## config.mk

```make
export PLATFORM = sky130hd
export DESIGN_NAME = serial_adc_capture
export DESIGN_NICKNAME = d
export VERILOG_FILES = /design/src/rtl/serial_adc_capture.sv
export SDC_FILE = /design/constraint.sdc
export NUM_CORES = 1
export LEC_CHECK = 0
export CAP_MARGIN = 10
export CELL_PAD_IN_SITES_DETAIL_PLACEMENT = 1
export CELL_PAD_IN_SITES_GLOBAL_PLACEMENT = 1
export CORE_MARGIN = 5
export CORE_UTILIZATION = 36
export CTS_BUF_LIST = sky130_fd_sc_hd__clkbuf_16
export CTS_CLUSTER_SIZE = 24
export DETAILED_ROUTE_END_ITERATION = 8
export PLACE_DENSITY = 0.72
export SLEW_MARGIN = 5
export SYNTH_ARGS = -nofsm -noshare
export SYNTH_HDL_FRONTEND = slang
export SYNTH_SLANG_ARGS = --single-unit
export TNS_END_PERCENT = 100
```

## constraint.sdc

```tcl
create_clock -name clk -period 1.7 [get_ports clk]
set_input_delay 0.17 -clock clk [delete_from_list [all_inputs] [get_ports clk]]
set_output_delay 0.17 -clock clk [all_outputs]
set_load 0.05 [all_outputs]
```

## src/rtl/serial_adc_capture.sv

```systemverilog
// Serial ADC capture: start pulse, drdy_n wait, daisy-chained word shift-in and a one-deep
// output register. Optional drdy_n timeout is enabled by defining SERIAL_ADC_TIMEOUT_EN.
module serial_adc_capture #(
  parameter int unsigned DATA_WIDTH     = 24,
  parameter int unsigned NUM_CH         = 2,
  parameter int unsigned CLK_DIV        = 4,
  parameter int unsigned START_LEN      = 4,
  parameter int unsigned TIMEOUT_CYCLES = 65535
) (
  input  logic                                          clk,
  input  logic                                          rst,
  input  logic                                          measure,
  input  logic                                          continuous,
  input  logic                                          drdy_n,
  input  logic                                          sdata,
  output logic                                          start,
  output logic                                          sclk,
  output logic [DATA_WIDTH-1:0]                         data_out,
  output logic [((NUM_CH > 1) ? $clog2(NUM_CH) : 1)-1:0] data_ch,
  output logic                                          data_valid,
  input  logic                                          data_ready,
  output logic                                          busy,
  output logic                                          overrun,
  output logic                                          timeout
);

  localparam int unsigned ChW     = (NUM_CH > 1) ? $clog2(NUM_CH) : 1;
  localparam int unsigned BitW    = $clog2(DATA_WIDTH);
  localparam int unsigned DivW    = $clog2(CLK_DIV);
  localparam int unsigned HalfDiv = CLK_DIV / 2;
  localparam int unsigned StartW  = (START_LEN > 1) ? $clog2(START_LEN) : 1;

  typedef enum logic [2:0] {
    StIdle,
    StStartPulse,
    StWaitDrdy,
    StShift,
    StEmit
  } state_e;

  state_e                  state_q, state_d;
  logic                    start_q, start_d;
  logic                    sclk_q, sclk_d;
  logic [DivW-1:0]         div_q, div_d, div_nxt;
  logic [BitW-1:0]         bit_q, bit_d;
  logic [ChW-1:0]          ch_q, ch_d;
  logic [StartW-1:0]       pulse_q, pulse_d;
  logic [DATA_WIDTH-1:0]   shift_q, shift_d;
  logic [DATA_WIDTH-1:0]   data_q, data_d;
  logic [ChW-1:0]          data_ch_q, data_ch_d;
  logic                    valid_q, valid_d;
  logic                    overrun_q, overrun_d;
  logic                    sync1_q, sync1_d;
  logic                    sync2_q, sync2_d;
  logic                    sync3_q, sync3_d;
  logic                    drdy_fall;

`ifdef SERIAL_ADC_TIMEOUT_EN
  localparam int unsigned ToW = $clog2(TIMEOUT_CYCLES + 1);
  logic [ToW-1:0]          to_q, to_d;
  logic                    timeout_q, timeout_d;
`else
  logic                    unused_timeout_cfg;
  assign unused_timeout_cfg = ^TIMEOUT_CYCLES;
`endif

  // sync3 holds the previous synchronized level, so the fall pulse lasts one cycle
  assign drdy_fall = sync3_q & ~sync2_q;
  assign div_nxt   = (div_q == DivW'(CLK_DIV - 1)) ? '0 : div_q + DivW'(1);

  always_comb begin
    state_d   = state_q;
    start_d   = 1'b0;
    sclk_d    = 1'b0;
    div_d     = div_q;
    bit_d     = bit_q;
    ch_d      = ch_q;
    pulse_d   = pulse_q;
    shift_d   = shift_q;
    data_d    = data_q;
    data_ch_d = data_ch_q;
    valid_d   = valid_q & ~data_ready;
    overrun_d = overrun_q;
    sync1_d   = drdy_n;
    sync2_d   = sync1_q;
    sync3_d   = sync2_q;
`ifdef SERIAL_ADC_TIMEOUT_EN
    to_d      = to_q;
    timeout_d = timeout_q;
`endif

    unique case (state_q)
      StIdle: begin
        if (measure) begin
          state_d   = StStartPulse;
          start_d   = 1'b1;
          pulse_d   = '0;
          overrun_d = 1'b0;
`ifdef SERIAL_ADC_TIMEOUT_EN
          timeout_d = 1'b0;
`endif
        end
      end
      StStartPulse: begin
        if (pulse_q == StartW'(START_LEN - 1)) begin
          state_d = StWaitDrdy;
`ifdef SERIAL_ADC_TIMEOUT_EN
          to_d    = '0;
`endif
        end else begin
          start_d = 1'b1;
          pulse_d = pulse_q + StartW'(1);
        end
      end
      StWaitDrdy: begin
        if (drdy_fall) begin
          state_d = StShift;
          div_d   = '0;
          bit_d   = '0;
          ch_d    = '0;
        end
`ifdef SERIAL_ADC_TIMEOUT_EN
        else if (to_q == ToW'(TIMEOUT_CYCLES - 1)) begin
          state_d   = StIdle;
          timeout_d = 1'b1;
        end else begin
          to_d = to_q + ToW'(1);
        end
`endif
      end
      StShift: begin
        div_d  = div_nxt;
        sclk_d = (div_nxt >= DivW'(HalfDiv));
        // Last cycle of the high phase: sclk falls on this edge, so sample now
        if (div_q == DivW'(CLK_DIV - 1)) begin
          shift_d = {shift_q[DATA_WIDTH-2:0], sdata};
          if (bit_q == BitW'(DATA_WIDTH - 1)) begin
            state_d = StEmit;
            bit_d   = '0;
          end else begin
            bit_d = bit_q + BitW'(1);
          end
        end
      end
      StEmit: begin
        if (!valid_q || data_ready) begin
          data_d    = shift_q;
          data_ch_d = ch_q;
          valid_d   = 1'b1;
        end else begin
          overrun_d = 1'b1;
        end
        if (ch_q == ChW'(NUM_CH - 1)) begin
          ch_d    = '0;
          state_d = continuous ? StWaitDrdy : StIdle;
`ifdef SERIAL_ADC_TIMEOUT_EN
          to_d    = '0;
`endif
        end else begin
          ch_d    = ch_q + ChW'(1);
          div_d   = '0;
          state_d = StShift;
        end
      end
      default: state_d = StIdle;
    endcase
  end

  always_ff @(posedge clk) begin
    if (rst) begin
      state_q   <= StIdle;
      start_q   <= 1'b0;
      sclk_q    <= 1'b0;
      div_q     <= '0;
      bit_q     <= '0;
      ch_q      <= '0;
      pulse_q   <= '0;
      shift_q   <= '0;
      data_q    <= '0;
      data_ch_q <= '0;
      valid_q   <= 1'b0;
      overrun_q <= 1'b0;
      sync1_q   <= 1'b1;
      sync2_q   <= 1'b1;
      sync3_q   <= 1'b1;
`ifdef SERIAL_ADC_TIMEOUT_EN
      to_q      <= '0;
      timeout_q <= 1'b0;
`endif
    end else begin
      state_q   <= state_d;
      start_q   <= start_d;
      sclk_q    <= sclk_d;
      div_q     <= div_d;
      bit_q     <= bit_d;
      ch_q      <= ch_d;
      pulse_q   <= pulse_d;
      shift_q   <= shift_d;
      data_q    <= data_d;
      data_ch_q <= data_ch_d;
      valid_q   <= valid_d;
      overrun_q <= overrun_d;
      sync1_q   <= sync1_d;
      sync2_q   <= sync2_d;
      sync3_q   <= sync3_d;
`ifdef SERIAL_ADC_TIMEOUT_EN
      to_q      <= to_d;
      timeout_q <= timeout_d;
`endif
    end
  end

  assign start      = start_q;
  assign sclk       = sclk_q;
  assign data_out   = data_q;
  assign data_ch    = data_ch_q;
  assign data_valid = valid_q;
  assign busy       = (state_q != StIdle);
  assign overrun    = overrun_q;
`ifdef SERIAL_ADC_TIMEOUT_EN
  assign timeout    = timeout_q;
`else
  assign timeout    = 1'b0;
`endif

endmodule
```

==> impl_metrics.csv, run 1 <==
group,metric,value,unit
outcome,outcome,"finished clean",
clock_tree,clock_latency,0.33,ns
synth,synthArstFlopShare,0,%
drt,vias_per_cell,4.935,
clock_tree,cts_tree,"built",
cells_and_area,regArea,0.001385,sq mm
critical_path,crit_path_start_kind,"register",
power_and_ir_drop,power_per_cell_area,1050,mW/mm^2
sta,max_slew_margin,58.76,%
synth,synth.area.top_cells,"dfxtp_1, nand2_1, a21oi_1, clkbuf_1, ha_1",
place,place_congestion,0.7840,
die,die_area,0.009329,sq mm
sta,finalSetupViolations,0,
critical_path,critPathBufInv,1,
global_routing,antenna_found_initial,0,
clock_tree,cts_root_buffer,"clkbuf_16",
critical_path,rr_worst_depth,5,
hold_path,whs_endpoint,"pulse_q[1]$_SDFFE_PP0P_",
clock_tree,cts_max_path_buffers,2,
drt,ant_nets,0,
synth,synth-seq-cells,69,
synth,yosysWarnings,0,
critical_path,crit_fanout,2,
cells_and_area,layout_common_cells,"nand2_1, dfxtp_1, a21oi_1, clkdlybuf4s50_1, buf_4",
synth,synth_area_leader_cell,"dfxtp_1",
critical_path,critPathMaxStageDelay,0.81,ns
die,die_w,96.59,um
synth,ys_dominant_reg_cell,"dfxtp_1",
power_and_ir_drop,peakVddDrop,537.9,uV
place,post_dp_cell_area,0.003209,sq mm
critical_path,slowest_stage,"clkdlybuf4s50_1",
synth,synth_edf_count,0,
global_routing,overflow,0,
place,dp_hpwl,4161,um
die,coreArea,0.007292,sq mm
die,rows,31,
sta,maxClockFrequency,0.6053,GHz
die,io_pins,38,
hold_path,hold_class,"input pin to register",
clock_tree,clk_pin_slew_worst_paths,0.06,ns
sta,fin_skew,0.007076,ns
flow_run,maxCapViolations,0,
global_routing,grt_max_degree,39,
synth,yosysSeqAreaShare,51.18,%
synth,netlist_area,0.002699,sq mm
clock_tree,clock_sinks,69,
cells_and_area,drive_gt1_share,16.00,%
synth,syn_nets,339,
drt,drt_iter0_drc,48,
hold_path,hp-start,"rst",
cells_and_area,final_util,48.40,%
synth,synth_cell_types,42,
sta,tns,0,ns
die,die_h,96.59,um
clock_tree,cts_resized,0,
sta,final_max_slew_viol_count,0,
drt,wirelength,6574,um
synth,synth_top_area_share,51.18,%
sta,hold_viol,0,
power_and_ir_drop,cellLeakagePower,1.230,nW
critical_path,critical-path-top-delay-family,"buffers and inverters",
drt,drc_errors,0,
cells_and_area,n_fill_cell,897,
critical_path,reg2reg_setup_slack,0.08,ns
drt,drt-pass1-iter-count,4,
critical_path,crit_type,"register to output port",
synth,synth_area_per_cell,8.203,sq um
clock_tree,cts_hold_buf,0,
cells_and_area,diodes,0,
synth,syn_inst,329,
critical_path,cp-end-kind,"output port",
clock_tree,numCtsBuffers,9,
sta,rsz0062_at_grt,"no",
critical_path,worstPathCellList,"clkdlybuf4s50_1",
sta,worstMarginPinSlew,0.6186,ns
drt,num_vias,2339,
die,initial_core_util,37.01,%
cells_and_area,multi_input_area,0.001225,sq mm
place,placement.io_buffers,36,
critical_path,timing.rr.end,"bit_q[1]$_SDFFE_PP0P_",
global_routing,grt_pass1_wl,11190,um
critical_path,worstPathArrival,1.48,ns
hold_path,holdPathStages,2,
global_routing,grt_pass1_vias,2418,
cells_and_area,final_area,0.003530,sq mm
cells_and_area,fin_nets,380,
critical_path,critical_path_required,1.53,ns
sta,period_share,97.19,%
cells_and_area,final_common_cell,"nand2_1",
drt,routedWlPerCell,13.87,um
global_routing,grt_use_total,15.66,%
clock_tree,postCtsSetupBuffers,0,
critical_path,r2r-start,"bit_q[0]$_SDFFE_PP0P_",
sta,finalCriticalPeriod,1.652,ns
clock_tree,htree_num_levels,3,
cells_and_area,areaGrowthSynthToFinish,30.78,%
[where the power goes]
part           total (mW)  internal, mW  switching [mW]
logic               0.328         0.154           0.174
registers            1.65          1.64          0.0166
clock network        1.73         0.990           0.735
total                3.71          2.78           0.926
[sequential cells by signal (all words and copies together), names as in the netlist]
name,flops
state_q,3
sync2_q,1
data_ch,1
pulse_q,2
sync3_q,1
overrun,1
ch_q,1
bit_q,5
data_valid,1
data_out,24
div_q,2
sclk,1
shift_q,24
sync1_q,1
start,1
[per-stage QoR]
step                setup slack, ns  std cells  hold WS (ns)  power [mW]
CTS                        0.009566        474        0.3468       3.732
finish                      0.04781        474        0.3472       3.707
global placement            0.04485        458        0.3921       1.988
detailed placement         -0.01147        458        0.4053       1.996
global route               0.002849        474        0.3904       3.848
floorplan                    0.1061        329        0.2738       1.883
[final cells by class]
cell class / instances / area share, %
clock buffer: 9 / 6.381
clock inverter: 7 / 1.453
multi-input combinational: 236 / 34.70
sequential: 69 / 39.24
tap: 99 / 3.509
timing repair buffer: 54 / 14.71
[cell families (layout without fill, tap and decap cells)]
group / Yosys count / in the layout / share of synthesized area [%]
and+or+nand+nor: 150 / 150 / 25.96
AOI/OAI and AO/OA: 81 / 81 / 16.23
DFF: 69 / 69 / 51.18
buffers and inverters: 24 / 70 / 4.775
adders and majority gates: 3 / 3 / 1.391
other: 1 / 1 / 0.1389
xor gates and xnor gates: 1 / 1 / 0.3246
[worst max-delay path by stage]
stage,start,endpoint,slack [ns],cells past startpoint
6_report,data_out[22]$_SDFFE_PP0P_,data_out[22],0.05,1
5_1_grt,data_out[13]$_SDFFE_PP0P_,data_out[13],0.003,1
4_1_cts,state_q[0]$_SDFFE_PP0P_,busy,0.01,4
3_5_place_dp,measure,state_q[0]$_SDFFE_PP0P_,-0.01,6
3_3_place_gp,measure,state_q[0]$_SDFFE_PP0P_,0.04,6
2_1_floorplan,bit_q[0]$_SDFFE_PP0P_,state_q[0]$_SDFFE_PP0P_,0.11,5
[worst reg2reg max path, cell delays in order (launching register included)]
cell	delay (ns)
dfxtp_2	0.34
ha_2	0.18
and4b_1	0.23
buf_4	0.15
or4b_1	0.49
a21oi_1	0.15
[cell usage after synthesis (2+ instances only)]
cell type  instances
nand3_1            4
or4b_1             2
nor2_1             8
nor2b_1            6
ha_1               3
dfxtp_1           69
or3_1              3
o211ai_1           2
nor4_1             2
clkbuf_1          12
o21ai_0            7
nor3_1             6
buf_6              3
nand2b_1           2
or2_2              3
a21oi_1           62
buf_4              2
a22oi_1            2
and2b_1            2
buf_2              7
nand2_1          101
[routing by layer]
| metal | GRT usage, % | part of all wire (%) | vias to the layer above |
|---|---|---|---|
| met5 | 0 | 0 | - |
| met4 | 5.257 | 0.96 | 0 |
| met3 | 4.957 | 3.7 | 4 |
| met2 | 26.49 | 51 | 36 |
| met1 | 18.78 | 45 | 1114 |
| li1 | - | - | 1185 |
Note: power is estimated with default switching activity, not from simulation.
==> run 2: changes to the inputs <==
--- a/config.mk
+++ b/config.mk
@@ -14,7 +14,6 @@
 export CTS_CLUSTER_SIZE = 24
 export DETAILED_ROUTE_END_ITERATION = 8
 export PLACE_DENSITY = 0.72
-export SLEW_MARGIN = 5
 export SYNTH_ARGS = -nofsm -noshare
 export SYNTH_HDL_FRONTEND = slang
 export SYNTH_SLANG_ARGS = --single-unit
==> results of run 2 <==
Same layout as run 1: the final DEF is identical, and so are final timing and power.
